--- config.mk ---
export PLATFORM = sky130hd
export DESIGN_NAME = dm_arbiter
export DESIGN_NICKNAME = d
export VERILOG_FILES = /design/src/rtl/dm_arb_pkg.sv /design/src/rtl/dm_arb_rsp.sv /design/src/rtl/dm_arbiter.sv
export SDC_FILE = /design/constraint.sdc
export NUM_CORES = 1
export LEC_CHECK = 0
export CAP_MARGIN = 15
export CORE_AREA = 2 2 115 117
export CTS_CLUSTER_DIAMETER = 120
export DETAILED_ROUTE_END_ITERATION = 16
export DIE_AREA = 0 0 117 119
export PLACE_DENSITY_LB_ADDON = 0.1
export SLEW_MARGIN = 20
export SYNTH_ARGS = -nofsm -noshare
export SYNTH_HDL_FRONTEND = slang
export SYNTH_SLANG_ARGS = --single-unit
--- constraint.sdc ---
create_clock -name i_clk -period 3.4 [get_ports i_clk]
set_clock_uncertainty 0.05 [all_clocks]
set_input_delay 0.51 -clock i_clk [delete_from_list [all_inputs] [get_ports i_clk]]
set_output_delay 0.51 -clock i_clk [all_outputs]
set_load 0.02 [all_outputs]
--- src/rtl/dm_arb_pkg.sv ---
// Shared types and defaults for the data-memory arbiter between the CPU MEM stage and the debug unit.
// Holds the state encoding, the requester IDs and the default starvation limit.
package dm_arb_pkg;

   typedef enum logic {
      ARB  = 1'b0,
      LOCK = 1'b1
   } arb_state_t;

   typedef enum logic [1:0] {
      REQ_NONE = 2'd0,
      REQ_CPU  = 2'd1,
      REQ_DBG  = 2'd2
   } req_id_t;

   localparam int DM_ARB_MAX_WAIT = 4;
   localparam int DM_ARB_CNT_W    = 3;

endpackage

--- src/rtl/dm_arb_rsp.sv ---
// Per-requester read response: captures the memory data on a read-grant edge and pulses rvalid for one cycle.
// Latency 1 cycle from the grant; there is no backpressure, and rdata holds until the next read completes.
module dm_arb_rsp (
   input  logic        i_clk,
   input  logic        i_rst,
   input  logic        i_rd_fire,
   input  logic [31:0] i_dout,
   output logic        o_rvalid,
   output logic [31:0] o_rdata
);

   logic        r_rvalid;
   logic [31:0] r_rdata;

   always_ff @(posedge i_clk) begin
      if (i_rst) begin
         r_rvalid <= 1'b0;
         r_rdata  <= '0;
      end else begin
         r_rvalid <= i_rd_fire;
         if (i_rd_fire) begin
            r_rdata <= i_dout;
         end
      end
   end

   assign o_rvalid = r_rvalid;
   assign o_rdata  = r_rdata;

endmodule

--- src/rtl/dm_arbiter.sv ---
// Arbitrates the Data_mem port between the CPU (fixed priority, starvation-bounded) and the debug unit (lockable); grant is combinational and reads return 1 cycle later.
// A requester that is not granted stalls, and holds its request. DM_ARB_PERF_EN adds the conflict and force performance counters.
module dm_arbiter
   import dm_arb_pkg::*;
#(
   parameter int MAX_WAIT = DM_ARB_MAX_WAIT,
   parameter int CNT_W    = DM_ARB_CNT_W
) (
   input  logic        i_clk,
   input  logic        i_rst,
   input  logic        i_cpu_req,
   input  logic        i_cpu_we,
   input  logic [31:0] i_cpu_addr,
   input  logic [31:0] i_cpu_wdata,
   output logic        o_cpu_gnt,
   output logic        o_cpu_rvalid,
   output logic [31:0] o_cpu_rdata,
   input  logic        i_dbg_req,
   input  logic        i_dbg_we,
   input  logic [31:0] i_dbg_addr,
   input  logic [31:0] i_dbg_wdata,
   input  logic        i_dbg_lock,
   output logic        o_dbg_gnt,
   output logic        o_dbg_rvalid,
   output logic [31:0] o_dbg_rdata,
   output logic        o_dbg_locked,
`ifdef DM_ARB_PERF_EN
   output logic [31:0] o_perf_conflict,
   output logic [31:0] o_perf_force,
`endif
   output logic        o_dm_we,
   output logic [31:0] o_dm_addr,
   output logic [31:0] o_dm_din,
   input  logic [31:0] i_dm_dout
);

   arb_state_t       r_state;
   arb_state_t       w_state_nxt;
   req_id_t          w_sel;
   logic             w_force;
   logic [CNT_W-1:0] r_wait_cnt;
   logic [CNT_W-1:0] w_wait_nxt;

   always_ff @(posedge i_clk) begin
      if (i_rst) begin
         r_state    <= ARB;
         r_wait_cnt <= '0;
      end else begin
         r_state    <= w_state_nxt;
         r_wait_cnt <= w_wait_nxt;
      end
   end

   always_comb begin
      w_state_nxt = r_state;
      w_sel       = REQ_NONE;
      w_force     = 1'b0;
      case (r_state)
         ARB: begin
            w_force = i_dbg_req && (r_wait_cnt == CNT_W'(MAX_WAIT));
            if (w_force) begin
               w_sel = REQ_DBG;
            end else if (i_cpu_req) begin
               w_sel = REQ_CPU;
            end else if (i_dbg_req) begin
               w_sel = REQ_DBG;
            end
            // Locking must never cut off a CPU access already granted this cycle.
            if (i_dbg_lock && (w_sel != REQ_CPU)) begin
               w_state_nxt = LOCK;
            end
         end
         LOCK: begin
            if (i_dbg_req) begin
               w_sel = REQ_DBG;
            end
            if (!i_dbg_lock) begin
               w_state_nxt = ARB;
            end
         end
         default: w_state_nxt = ARB;
      endcase
   end

   assign o_cpu_gnt    = (w_sel == REQ_CPU);
   assign o_dbg_gnt    = (w_sel == REQ_DBG);
   assign o_dbg_locked = (r_state == LOCK);

   always_comb begin
      w_wait_nxt = '0;
      if ((r_state == ARB) && i_dbg_req && !o_dbg_gnt) begin
         w_wait_nxt = (r_wait_cnt == CNT_W'(MAX_WAIT)) ? r_wait_cnt : r_wait_cnt + CNT_W'(1);
      end
   end

   always_comb begin
      o_dm_we   = 1'b0;
      o_dm_addr = '0;
      o_dm_din  = '0;
      case (w_sel)
         REQ_CPU: begin
            o_dm_we   = i_cpu_we;
            o_dm_addr = i_cpu_addr;
            o_dm_din  = i_cpu_wdata;
         end
         REQ_DBG: begin
            o_dm_we   = i_dbg_we;
            o_dm_addr = i_dbg_addr;
            o_dm_din  = i_dbg_wdata;
         end
         default: ;
      endcase
   end

   dm_arb_rsp u_cpu_rsp (
      .i_clk     (i_clk),
      .i_rst     (i_rst),
      .i_rd_fire (o_cpu_gnt && !i_cpu_we),
      .i_dout    (i_dm_dout),
      .o_rvalid  (o_cpu_rvalid),
      .o_rdata   (o_cpu_rdata)
   );

   dm_arb_rsp u_dbg_rsp (
      .i_clk     (i_clk),
      .i_rst     (i_rst),
      .i_rd_fire (o_dbg_gnt && !i_dbg_we),
      .i_dout    (i_dm_dout),
      .o_rvalid  (o_dbg_rvalid),
      .o_rdata   (o_dbg_rdata)
   );

`ifdef DM_ARB_PERF_EN
   logic [31:0] r_perf_conflict;
   logic [31:0] r_perf_force;

   always_ff @(posedge i_clk) begin
      if (i_rst) begin
         r_perf_conflict <= '0;
         r_perf_force    <= '0;
      end else begin
         if (i_cpu_req && i_dbg_req && (r_perf_conflict != '1)) begin
            r_perf_conflict <= r_perf_conflict + 32'd1;
         end
         if (w_force && (r_perf_force != '1)) begin
            r_perf_force <= r_perf_force + 32'd1;
         end
      end
   end

   assign o_perf_conflict = r_perf_conflict;
   assign o_perf_force    = r_perf_force;
`endif

endmodule

# Word-level counts from Yosys, hierarchy flattened
# Cells that the tools add are included.
[word_totals]
ff_bits = 70
inputBits = 167
output_inout_bits = 134
word_cells = 34
[classes]
add_sub_neg = 1
eq_ne = 4
n_mux = 11
bitwise = 2
reduce_logical = 10
[op_table]
columns = ["cell", "n"]
rows = [
  ["$pmux W32 S2", 2],
  ["$mux W2", 4],
  ["$logic_and A1 B1 Y1", 6],
  ["$pmux W1 S2", 2],
  ["$pmux W2 S2", 1],
  ["$add A3 B1 Y3 const B", 1],
  ["$eq A3 B3 Y1 const B", 1],
  ["$logic_not A1 Y1", 3],
  ["$eq A2 B1 Y1 const B", 1],
  ["$eq A2 B2 Y1 const B", 1],
  ["$mux W1", 2],
  ["$ne A2 B1 Y1 const B", 1],
  ["$not A1 Y1", 2],
  ["$reduce_or A2 Y1", 1],
]

# Depth between registers and ports, before layout
# Gate-level depths: netlist (run 1).
[depth]
depth_word = 10
depth_mapped = 11
mapped_depth_nobuf = 9

# Modules after synthesis
# Synthesis (run 1) repeated with hierarchy kept, for this count alone.
[unflattened]
cells_unflattened = 325
hier_area_um2 = 3413.3
[modules_own_cells]
columns = ["module", "instances", "cells_each", "area_per_inst_um2", "seq_area_each_um2"]
rows = [
  ["dm_arb_rsp", 2, 106, 1202.4, 660.6],
  ["dm_arbiter", 1, 113, 1008.5, 80.1],
]

# Least setup slack after synthesis (run 1)
# OpenSTA, ideal clock, no wires.
[synth_path]
kind = "in2out"
start = "input i_cpu_req"
end = "output o_dm_addr[10]"
arrival_ns = 2.135
required_ns = 2.840
setup_slack_ns = 0.705
stages = 7
n_path_buf = 1
path_cell_list = "nor2b_2 o21a_1 inv_1 ha_1 a211oi_4 buf_6 a22o_1"
[synth_via]
elab_chain_cells = 6
elab_cells_between_ends = 7
classes_between = "eq/ne: 2; mux: 5"
[synth_rtl]
columns = ["element", "line", "text"]
rows = [
  ["start: declaration", "dm_arbiter.sv:11", "input logic i_cpu_req,"],
  ["$mux W2 *", "dm_arbiter.sv:63", "end else if (i_cpu_req) begin"],
  ["$mux W2 *", "dm_arbiter.sv:61", "if (w_force) begin"],
  ["$mux W2 *", "dm_arbiter.sv:58", "case (r_state)"],
  ["$pmux W2 S2 *", "dm_arbiter.sv:58", ""],
  ["$eq A2 B2 Y1 or $eq A2 B1 Y1 (tied branches)", "dm_arbiter.sv:100", "case (w_sel)"],
  ["$pmux W32 S2 *", "dm_arbiter.sv:100", ""],
  ["end: declaration", "dm_arbiter.sv:32", "output logic [31:0] o_dm_addr,"],
]
# Mark *: on every way between the ends. The rest lies on a longest branch, timed or not. The select of a mux whose other input is x is not followed.

# Final worst setup path (run 1)
[layout_path]
start = "input i_cpu_req"
end = "output o_dm_din[22]"
[layout_via]
elab_chain_cells = 6
elab_cells_between_ends = 7
classes_between = "eq/ne: 2; mux: 5"
[layout_rtl]
columns = ["element", "line", "text"]
rows = [
  ["$mux W2 *", "dm_arbiter.sv:63", ""],
  ["$mux W2 *", "dm_arbiter.sv:61", ""],
  ["$mux W2 *", "dm_arbiter.sv:58", ""],
  ["$pmux W2 S2 *", "dm_arbiter.sv:58", ""],
  ["$eq A2 B2 Y1 or $eq A2 B1 Y1 (tied branches)", "dm_arbiter.sv:100", ""],
  ["$pmux W32 S2 *", "dm_arbiter.sv:100", ""],
  ["end: declaration", "dm_arbiter.sv:33", "output logic [31:0] o_dm_din,"],
]
# Marks and branches as above.

==> results.cfg, run 1 <==
[clocking]
clk_latency_ps = 320
clk_pin_slew_ps = 50
clockBufferDepth = 2
postCtsHoldBufs = 0
cts-htree-levels = 3
cts.sinks = 70
numCtsBuffers = 9
clock-root-buffer = clkbuf_16
cts_tree = done

[setup_path]
critPathLaunchType = input port
rr_worst_depth = 11
critPathKind = input port to output port
arrival_ps = 2750
critical_path.max_fanout = 16
end_kind = output port
cp.required_ps = 2840

[floorplan]
rows = 42
die_y_um = 119
core_area_um2 = 12900
boundaryPins = 301
dieArea_um2 = 13900
initial_utilization = 0.252
fp.dieW_um = 117

[layout]
final_common_cell = clkdlybuf4s50_1
finalNonFillerCells = 878
fillers = 1255
area_delta_synth_final_pct = 109
final_net_count = 867
final_cell_mix = clkdlybuf4s50_1, nand2_1, dfxtp_1, a21oi_1, a22o_2
drive_above_1_share = 0.208

[global_route]
grt_max_degree = 68
grt_pass1_wl_um = 22800
grt_pass1_vias = 4024
grt_overflow_total = 0
track_usage = 0.215
grt_antenna_before_repair = 1

[sta]
maxSlewHeadroom = 0.523
period_needed_ps = 3310
finalMaxSlewViolations = 0
tightest_slew_ps = 716
fin_ws_ps = 93.9
setup_viol_count_final = 0
fmax_ghz = 0.302
hold_viol_final = 0
tns_ps = 0
min_period_over_period = 0.972
hold_ws_ps = 402

[synth]
ys_warn_count = 0
synth_seq_cells = 70
synthCells = 398
yosysTopAreaCell = dfxtp_1
synth_area_leaders = dfxtp_1, nand2_1, a22o_2
ys_types = 25
syn-cell-area_um2 = 3250
avgSynthCellArea_um2 = 8.16
synth.top_cell.area_share = 0.432
seq_area_frac_synth = 0.432
syn_nets = 569

[route]
firstDrtPassIters = 6
ant_nets = 0
wl_per_cell_um = 17.9
vias = 4067
post-route-drc-count = 0
routed_wl_um = 15800
drt-initial-drc-count = 128
via_per_inst = 4.63

[placed_design]
place_inst = 857
io_buffer_count = 300
gp_congestion = 0.856
dp_slack_ps = -296
dp_hpwl_um = 12000

[status]
status = completed

[pwr]
p_leak_nw = 2.60
ir_drop_mv = 0.287
power_density_nw_per_um2 = 374
p_total_mw = 2.54

[flow_run]
cap_violations = 0

[worst_hold_path]
min_path_type = register to register
min_path_cells = 2
[sequential cells by signal, summed over array words and instances, names as in the netlist]
signal / cells
u_cpu_rsp.o_rdata: 32
u_dbg_rsp.o_rvalid: 1
r_wait_cnt: 3
u_cpu_rsp.o_rvalid: 1
u_dbg_rsp.o_rdata: 32
o_dbg_locked: 1
[synth_stat cells]
library cell  instances
clkbuf_1             24
a22o_2               48
nor2_1                7
a211oi_4              1
a22o_1               15
nand2b_1              2
ha_1                  4
a22oi_1               2
buf_2                 3
nor3_1                1
nor3b_1               1
a21oi_1              67
inv_1                 5
nor2b_2               1
nand2_4               1
buf_1                 2
dfxtp_1              70
nand3_1               1
nor2b_1               3
xnor2_1               1
or4_1                 1
o21a_1                1
nand2_1             130
buf_4                 1
buf_6                 6
[timing repair]
action                                  in CTS  in global routing
endpoints found under the setup margin      57                 61
setup buffers                                2                  1
pin swaps                                    1                  0
gates cloned                                 1                  0
gates resized for setup                    125                 26
[where the power goes]
group	total (mW)	switching, mW	internal [mW]
Sequential	0.865	0.0150	0.850
Combinational	0.736	0.332	0.404
Clock	0.943	0.352	0.591
Total	2.54	0.699	1.84
[worst max-delay path, cell delays in order]
cell and delay, ps:
clkdlybuf4s50_1 460, nor2b_4 180, o21a_1 160, inv_1 70, ha_4 270, a211oi_4 230
buf_4 160, buf_12 150, buf_12 140, a22o_2 150, clkdlybuf4s15_2 250
[through the flow]
stage / util / cell area [um2]
floorplan: - / 3250
global placement: 0.505 / 6500
detailed placement: 0.505 / 6500
CTS: 0.534 / 6880
global route: 0.528 / 6800
finish: 0.528 / 6800
[worst paths after layout]
kind	start	to	slack [ps]
worst min register to register	u_dbg_rsp.o_rdata[5]$_SDFFE_PP0P_	u_dbg_rsp.o_rdata[5]$_SDFFE_PP0P_	400
worst max register to register	r_wait_cnt[0]$_SDFFE_PP0P_	u_cpu_rsp.o_rdata[29]$_SDFFE_PP0P_	1140
worst min-delay path	u_dbg_rsp.o_rdata[5]$_SDFFE_PP0P_	u_dbg_rsp.o_rdata[5]$_SDFFE_PP0P_	400
worst max-delay path	i_cpu_req	o_dm_din[22]	90
[cell type report]
class | instances | area (um2) | area share
Antenna cell | 1 | 2.50 | 0.000368
Clock buffer | 10 | 239 | 0.0352
Clock inverter | 6 | 71.3 | 0.0105
Inverter | 5 | 18.8 | 0.00276
Multi-Input combinational cell | 287 | 1670 | 0.246
Sequential cell | 70 | 1400 | 0.206
Tap cell | 176 | 220 | 0.0324
Timing Repair Buffer | 323 | 3170 | 0.466
[cell families after synthesis]
group / share of synthesized area
DFF: 0.432
adders and majority gates: 0.0154
and+or+nand+nor: 0.182
AOI/OAI and AO/OA: 0.305
buffers and inverters: 0.0636
xor gates and xnor gates: 0.00270
[routing by layer]
metal,vias to the layer above,part of all wire,global-route usage
met3,43,0.094,0.0707
met1,1875,0.38,0.232
met5,-,0,0
met2,183,0.49,0.366
met4,0,0.044,0.115
li1,1966,-,-
Note: power is estimated with default switching activity, not from simulation.
==> run 2: changes to the inputs <==
--- a/config.mk
+++ b/config.mk
@@ -10,8 +10,9 @@
 export CTS_CLUSTER_DIAMETER = 120
 export DETAILED_ROUTE_END_ITERATION = 16
 export DIE_AREA = 0 0 117 119
+export HOLD_SLACK_MARGIN = 0.03
 export PLACE_DENSITY_LB_ADDON = 0.1
-export SLEW_MARGIN = 20
+export SLEW_MARGIN = 40
 export SYNTH_ARGS = -nofsm -noshare
 export SYNTH_HDL_FRONTEND = slang
 export SYNTH_SLANG_ARGS = --single-unit
==> results of run 2 <==
Same layout as run 1: the final DEF is identical, and so are final timing and power.
